===== src/rtl/adc_spi_pkg.sv =====
// Shared types and constants for the serial ADC link (master and responder).
package adc_spi_pkg;
  localparam int ADC_DATA_W = 10;
  localparam int CMD_BITS   = 3;
  localparam logic [ADC_DATA_W-1:0] DEF_THRESH = 10'h025;

  typedef enum logic [2:0] {
    IDLE, WAIT_START, CMD, NULL, DATA_MSB, DATA_LSB, DONE
  } state_t;
endpackage


===== src/rtl/adc_sync_edge.sv =====
// N-flop synchronizer with registered-history edge pulses and a fill flag
// that goes high once the chain holds real pin samples after reset.
module adc_sync_edge #(
  parameter int   STAGES  = 2,
  parameter logic RST_VAL = 1'b0
) (
  input  logic clk,
  input  logic rst_n,
  input  logic pin,
  output logic level,
  output logic rise,
  output logic fall,
  output logic valid
);
  logic [STAGES-1:0] sync;
  logic              prev;
  logic [STAGES:0]   vld_pipe;

  always_ff @(posedge clk or negedge rst_n) begin
    if (!rst_n) begin
      sync     <= {STAGES{RST_VAL}};
      prev     <= RST_VAL;
      vld_pipe <= '0;
    end else begin
      sync     <= {sync[STAGES-2:0], pin};
      prev     <= sync[STAGES-1];
      vld_pipe <= {vld_pipe[STAGES-1:0], 1'b1};
    end
  end

  assign level = sync[STAGES-1];
  assign rise  = level & ~prev;
  assign fall  = ~level & prev;
  assign valid = vld_pipe[STAGES];
endmodule


===== src/rtl/adc_spi_responder.sv =====
// Device side of the 10-bit SPI ADC: decodes start/SGL/ODD/MSBF on din and
// streams null + result (MSB first, optionally followed by LSB-first tail).
module adc_spi_responder
  import adc_spi_pkg::*;
#(
  parameter int DATA_W      = ADC_DATA_W,
  parameter int SYNC_STAGES = 2
) (
  input  logic              clk,
  input  logic              rstc_n,
  input  logic              sclk,
  input  logic              cs_n,
  input  logic              din,
  output logic              dout,
  output logic              dout_oe,
  input  logic [DATA_W-1:0] sample_data,
  output logic              conv_req,
  output logic              ch_sel,
  output logic              single_ended,
  output logic              frame_done,
  output logic              frame_err
);
  logic sclk_rise, sclk_fall, cs_lvl, cs_rise, cs_vld, din_lvl;
  logic unused_sclk_lvl, unused_sclk_vld, unused_cs_fall;
  logic unused_din_rise, unused_din_fall, unused_din_vld;

  adc_sync_edge #(.STAGES(SYNC_STAGES), .RST_VAL(1'b0)) u_sclk (
    .clk(clk), .rst_n(rstc_n), .pin(sclk), .level(unused_sclk_lvl),
    .rise(sclk_rise), .fall(sclk_fall), .valid(unused_sclk_vld));
  adc_sync_edge #(.STAGES(SYNC_STAGES), .RST_VAL(1'b1)) u_cs (
    .clk(clk), .rst_n(rstc_n), .pin(cs_n), .level(cs_lvl),
    .rise(cs_rise), .fall(unused_cs_fall), .valid(cs_vld));
  adc_sync_edge #(.STAGES(SYNC_STAGES), .RST_VAL(1'b0)) u_din (
    .clk(clk), .rst_n(rstc_n), .pin(din), .level(din_lvl),
    .rise(unused_din_rise), .fall(unused_din_fall), .valid(unused_din_vld));

  state_t            state, state_nx;
  logic [3:0]        cnt, cnt_nx;
  logic [DATA_W-1:0] sr, sr_nx;
  logic              msbf, msbf_nx, sgl_q, sgl_nx, odd_q, odd_nx;
  logic              armed;
  logic              dout_nx, oe_nx, conv_nx, chs_nx, se_nx, done_nx, err_nx;
  logic              abort;

  // A frame only starts after cs_n has been seen high through a filled
  // synchronizer, so a reset with cs_n held low cannot begin a frame.
  assign abort = cs_rise && (state != IDLE);

  always_ff @(posedge clk or negedge rstc_n) begin
    if (!rstc_n) begin
      state        <= IDLE;
      cnt          <= '0;
      sr           <= '0;
      msbf         <= 1'b0;
      sgl_q        <= 1'b0;
      odd_q        <= 1'b0;
      armed        <= 1'b0;
      dout         <= 1'b0;
      dout_oe      <= 1'b0;
      conv_req     <= 1'b0;
      ch_sel       <= 1'b0;
      single_ended <= 1'b0;
      frame_done   <= 1'b0;
      frame_err    <= 1'b0;
    end else begin
      state        <= state_nx;
      cnt          <= cnt_nx;
      sr           <= sr_nx;
      msbf         <= msbf_nx;
      sgl_q        <= sgl_nx;
      odd_q        <= odd_nx;
      armed        <= armed | (cs_vld & cs_lvl);
      dout         <= dout_nx;
      dout_oe      <= oe_nx;
      conv_req     <= conv_nx;
      ch_sel       <= chs_nx;
      single_ended <= se_nx;
      frame_done   <= done_nx;
      frame_err    <= err_nx;
    end
  end

  always_comb begin
    state_nx = state;
    cnt_nx   = cnt;
    sr_nx    = sr;
    msbf_nx  = msbf;
    sgl_nx   = sgl_q;
    odd_nx   = odd_q;
    if (abort) state_nx = IDLE;
    else begin
      case (state)
        IDLE:       if (armed && !cs_lvl) state_nx = WAIT_START;
        WAIT_START: if (sclk_rise && din_lvl) begin
                      state_nx = CMD;
                      cnt_nx   = '0;
                    end
        CMD:        if (sclk_rise) begin
                      cnt_nx = cnt + 4'd1;
                      if (cnt == 4'd0) sgl_nx = din_lvl;
                      else if (cnt == 4'd1) odd_nx = din_lvl;
                      else begin
                        msbf_nx  = din_lvl;
                        sr_nx    = sample_data;
                        state_nx = NULL;
                      end
                    end
        NULL:       if (sclk_fall) begin
                      state_nx = DATA_MSB;
                      cnt_nx   = 4'(DATA_W - 1);
                    end
        DATA_MSB:   if (sclk_fall) begin
                      if (cnt != 4'd0) cnt_nx = cnt - 4'd1;
                      else if (msbf) state_nx = DONE;
                      else begin
                        state_nx = DATA_LSB;
                        cnt_nx   = 4'd1;
                      end
                    end
        DATA_LSB:   if (sclk_fall) begin
                      if (cnt == 4'(DATA_W - 1)) state_nx = DONE;
                      else cnt_nx = cnt + 4'd1;
                    end
        default:    ;
      endcase
    end
  end

  always_comb begin
    dout_nx = dout;
    oe_nx   = dout_oe;
    conv_nx = 1'b0;
    chs_nx  = ch_sel;
    se_nx   = single_ended;
    done_nx = 1'b0;
    err_nx  = 1'b0;
    if (abort) begin
      dout_nx = 1'b0;
      oe_nx   = 1'b0;
      err_nx  = (state != DONE);
    end else begin
      case (state)
        IDLE:     begin dout_nx = 1'b0; oe_nx = 1'b0; end
        CMD:      if (sclk_rise && cnt >= 4'(CMD_BITS - 1)) begin
                    conv_nx = 1'b1;
                    chs_nx  = odd_q;
                    se_nx   = sgl_q;
                  end
        NULL:     if (sclk_fall) begin dout_nx = 1'b0; oe_nx = 1'b1; end
        DATA_MSB: if (sclk_fall) begin
                    dout_nx = sr[cnt];
                    done_nx = (cnt == 4'd0) && msbf;
                  end
        DATA_LSB: if (sclk_fall) begin
                    dout_nx = sr[cnt];
                    done_nx = (cnt == 4'(DATA_W - 1));
                  end
        DONE:     if (sclk_fall) dout_nx = 1'b0;
        default:  ;
      endcase
    end
  end
endmodule


===== config.mk =====
export PLATFORM = sky130hd
export DESIGN_NAME = adc_spi_responder
export DESIGN_NICKNAME = d
export VERILOG_FILES = /design/src/rtl/adc_spi_pkg.sv /design/src/rtl/adc_sync_edge.sv /design/src/rtl/adc_spi_responder.sv
export SDC_FILE = /design/constraint.sdc
export NUM_CORES = 1
export LEC_CHECK = 0
export CORE_UTILIZATION = 50
export CTS_CLUSTER_SIZE = 25
export DETAILED_ROUTE_END_ITERATION = 10
export GPL_TIMING_DRIVEN = 0
export PLACE_DENSITY = 0.81
export SYNTH_ARGS = -nofsm -noshare
export SYNTH_HDL_FRONTEND = slang
export SYNTH_SLANG_ARGS = --single-unit

===== constraint.sdc =====
create_clock -name clk -period 5.73 [get_ports clk]
set_input_delay 1.146 -clock clk [delete_from_list [all_inputs] [get_ports clk]]
set_output_delay 1.146 -clock clk [all_outputs]
set_load 0.02 [all_outputs]

==> impl_metrics.env <==
export IMPL_dp_cells=252
export IMPL_fin_worst_skew_ns=0.00675
export IMPL_count_of_inserted_antenna_diode_cells=0
export IMPL_cts_buffers_inserted=5
export IMPL_power_static_leakage_nw=1.05
export IMPL_first_global_vias=1474
export IMPL_synth_edff_count=0
export IMPL_number_of_ports_placed_on_the_die_boundary=22
export IMPL_globalRouteMet2Util_pct=35.8
export IMPL_timing_max_cap_violations=0
export IMPL_grt_usage_pct=21.6
export IMPL_detail_route_wirelength_um=4210
export IMPL_final_hold_viol_count=0
export IMPL_finalSetupTns_ns=0
export IMPL_drc=0
export IMPL_overall_die_area_um2=4380
export IMPL_post_drt_wl_per_cell_um=16.2
export IMPL_final_instance_count_excl_fill=260
export IMPL_initial_core_util_pct=54.2
export IMPL_postSynthRegisterBits=39
export IMPL_data_arrival_time_of_the_critical_path_ns=2.71
export IMPL_firstDrtPassIters=4
export IMPL_drt_iter0_markers=99
export IMPL_worstSetupPathType="register to register"
export IMPL_pin_count_of_the_biggest_net_entering_global_routing=40
export IMPL_worst_setup_hold_path_clk_slew_ns=0.08
export IMPL_cts_tree="yes"
export IMPL_rsz_0062_raised_after_global_routing="false"
export IMPL_async_reset_ff_share_pct=100
export IMPL_synth_sequential_area_ratio_pct=47.5
export IMPL_synthesis_area_per_instance_um2=11.3
export IMPL_gpl_final_weighted_congestion=0.836
export IMPL_core_area_um2=3800
export IMPL_post_cts_resized=0
export IMPL_io_buffer_count=21
export IMPL_hold_class="register to register"
export IMPL_placement_setup_worst_slack_ns=3.29
export IMPL_vias=1546
export IMPL_total_power_mw=1.18
export IMPL_mappedNetlistNets=203
export IMPL_drt_vias_per_instance=5.95
export IMPL_maxSlewHeadroom_pct=43.7
export IMPL_groute_layer_met1_usage_pct=27.4
export IMPL_pin_slew_with_the_least_headroom_to_its_limit_ns=0.844
export IMPL_maxSlewViolCount=0
export IMPL_hpwl_um=3030
export IMPL_timing_final_crit_share_pct=44.0
export IMPL_synth_distinct_cells=55
export IMPL_cts_num_sinks=39
export IMPL_grt_antenna_before_repair=0
export IMPL_timing_final_crit_period_ns=2.52
export IMPL_yosys_warnings=0
export IMPL_residual_overflow_from_global_routing=0
export IMPL_global_route_peak_usage_layer="met2"
export IMPL_flow_area_growth_from_synthesis_pct=17.4
export IMPL_power_per_cell_area_nw_per_um2=488
export IMPL_post_cts_buffers=0
export IMPL_setup_viol=0
export IMPL_rows=22
export IMPL_clock_latency_ns=0.30
export IMPL_power_ir_vdd_worst_mv=0.251
export IMPL_max_freq_ghz=0.396
export IMPL_die_w_um=66.2
export IMPL_globalRouteMet3Util_pct=4.66
export IMPL_dominantRegCellSynth="sky130_fd_sc_hd__dfrtp_1"
export IMPL_worst_ep_required_time_ns=5.92
export IMPL_synth_area_um2=2060
export IMPL_ctsRootBufferMaster="sky130_fd_sc_hd__clkbuf_8"
export IMPL_postRouteAntennaNets=0
export IMPL_crit_path_end_kind="register"
export IMPL_cts_htree_levels=2
export IMPL_ctsLongestPathBuffers=2
export IMPL_run_status="finished clean"
export IMPL_post_route_cells_drive_above_1_share_pct=20.3
export IMPL_critical_path_peak_fanout=10
export IMPL_cts_hold_buf=0
export IMPL_final_net_count=231
export IMPL_synthesized_netlist_cell_count=183
export IMPL_global_route_wire_length_before_repair_um=6840
export IMPL_critical_path_startpoint_type="register"
export IMPL_die_y_um=66.2
export IMPL_worst_slack_ns=3.21
layer usage:
| layer | wire [um] | part of all wire, % |
|---|---|---|
| met1 | 1840 | 44 |
| met2 | 2110 | 50 |
| met3 | 219 | 5.2 |
| met4 | 41 | 0.98 |
| met5 | 0 | 0 |
final timing paths:
check                                 startpoint                to  slack, ns  depth (start not counted)
worst max-delay path                      cnt[1]            cnt[2]       3.21                          9
worst min-delay path            u_cs.vld_pipe[1]  u_cs.vld_pipe[2]       0.35                          0
worst max register to register            cnt[1]            cnt[2]       3.21                          9
worst min register to register  u_cs.vld_pipe[1]  u_cs.vld_pipe[2]       0.35                          0
max in group asynchronous                 rstc_n             sr[5]       4.25                          1
min in group asynchronous                 rstc_n             armed       0.95                          1
power breakdown:
group | internal (mW) | total [mW] | leakage (nW) | switching (mW)
logic | 0.280 | 0.579 | 0.528 | 0.299
registers | 0.352 | 0.409 | 0.477 | 0.0565
clock network | 0.0870 | 0.192 | 0.0408 | 0.105
cell type report:
type	instances	area (um^2)
Buffer	11	71.3
Clock buffer	5	68.8
Clock inverter	3	23.8
Fill cell	284	1380
Inverter	7	26.3
Multi-Input combinational cell	126	983
Sequential cell	39	980
Tap cell	48	60.1
Timing Repair Buffer	21	205
synthesized netlist by cell type, drive strengths merged (4+ instances only):
library cell,instances,area share [%]
dfrtp,36,44
mux2,15,10
nor2,14,2.6
a21oi,12,2.9
buf,8,2.9
inv,7,1.3
nand3,7,1.7
o21ai,7,1.9
a31oi,6,1.8
and2,5,1.6
ha,5,3.0
nand2,4,0.73
nand2b,4,1.2
nand3b,4,2.1
nor2b,4,1.2
worst max-delay path, stage by stage, from the launching register on:
cell and delay (ns):
sky130_fd_sc_hd__dfrtp_1 0.44, sky130_fd_sc_hd__clkbuf_1 0.37, sky130_fd_sc_hd__inv_1 0.17, sky130_fd_sc_hd__ha_1 0.29, sky130_fd_sc_hd__or3b_1 0.21, sky130_fd_sc_hd__buf_6 0.13
sky130_fd_sc_hd__o21ai_2 0.06, sky130_fd_sc_hd__a211oi_2 0.35, sky130_fd_sc_hd__nand3_1 0.14, sky130_fd_sc_hd__a22o_1 0.26
per-stage QoR:
| step | instance area [um^2] | hold WS, ns | util [%] |
|---|---|---|---|
| global route | 2420 | 0.362 | 63.7 |
| floorplan | 2060 | 0.331 | - |
| global placement | 2330 | 0.332 | 61.4 |
| CTS | 2420 | 0.359 | 63.7 |
| finish | 2420 | 0.355 | 63.7 |
| detailed placement | 2330 | 0.340 | 61.2 |
logic make-up (layout without fill, tap and decap cells):
| kind of cell | after synthesis | after routing | synth area share (%) |
|---|---|---|---|
| flops | 39 | 39 | 47.5 |
| buf+inv | 18 | 47 | 4.74 |
| xor+xnor | 1 | 1 | 0.425 |
| simple gates | 55 | 55 | 15.4 |
| other cells | 1 | 1 | 0.182 |
| fa+ha+maj | 5 | 5 | 3.04 |
| compound gates | 44 | 44 | 15.1 |
| mux | 20 | 20 | 13.7 |
cells in the final DEF, fill, tap and decap left out, drive strengths merged, types with 5 or more instances in the layout:
master and instances:
a31oi 6, ha 5, o21ai 7, mux2 15, inv 8, nand3 7
and2 5, nor2 14, clkdlybuf4s50 20, dfrtp 36, clkbuf 8, buf 9
a21oi 12
sequential cells by signal (all words and copies together) (netlist names), 2 cells and up:
| signal | cells |
|---|---|
| sr | 10 |
| cnt | 4 |
| state | 3 |
| u_cs.vld_pipe | 3 |
| u_cs.sync | 2 |
| u_din.sync | 2 |
| u_sclk.sync | 2 |
Power figures use the tool's default switching activity.
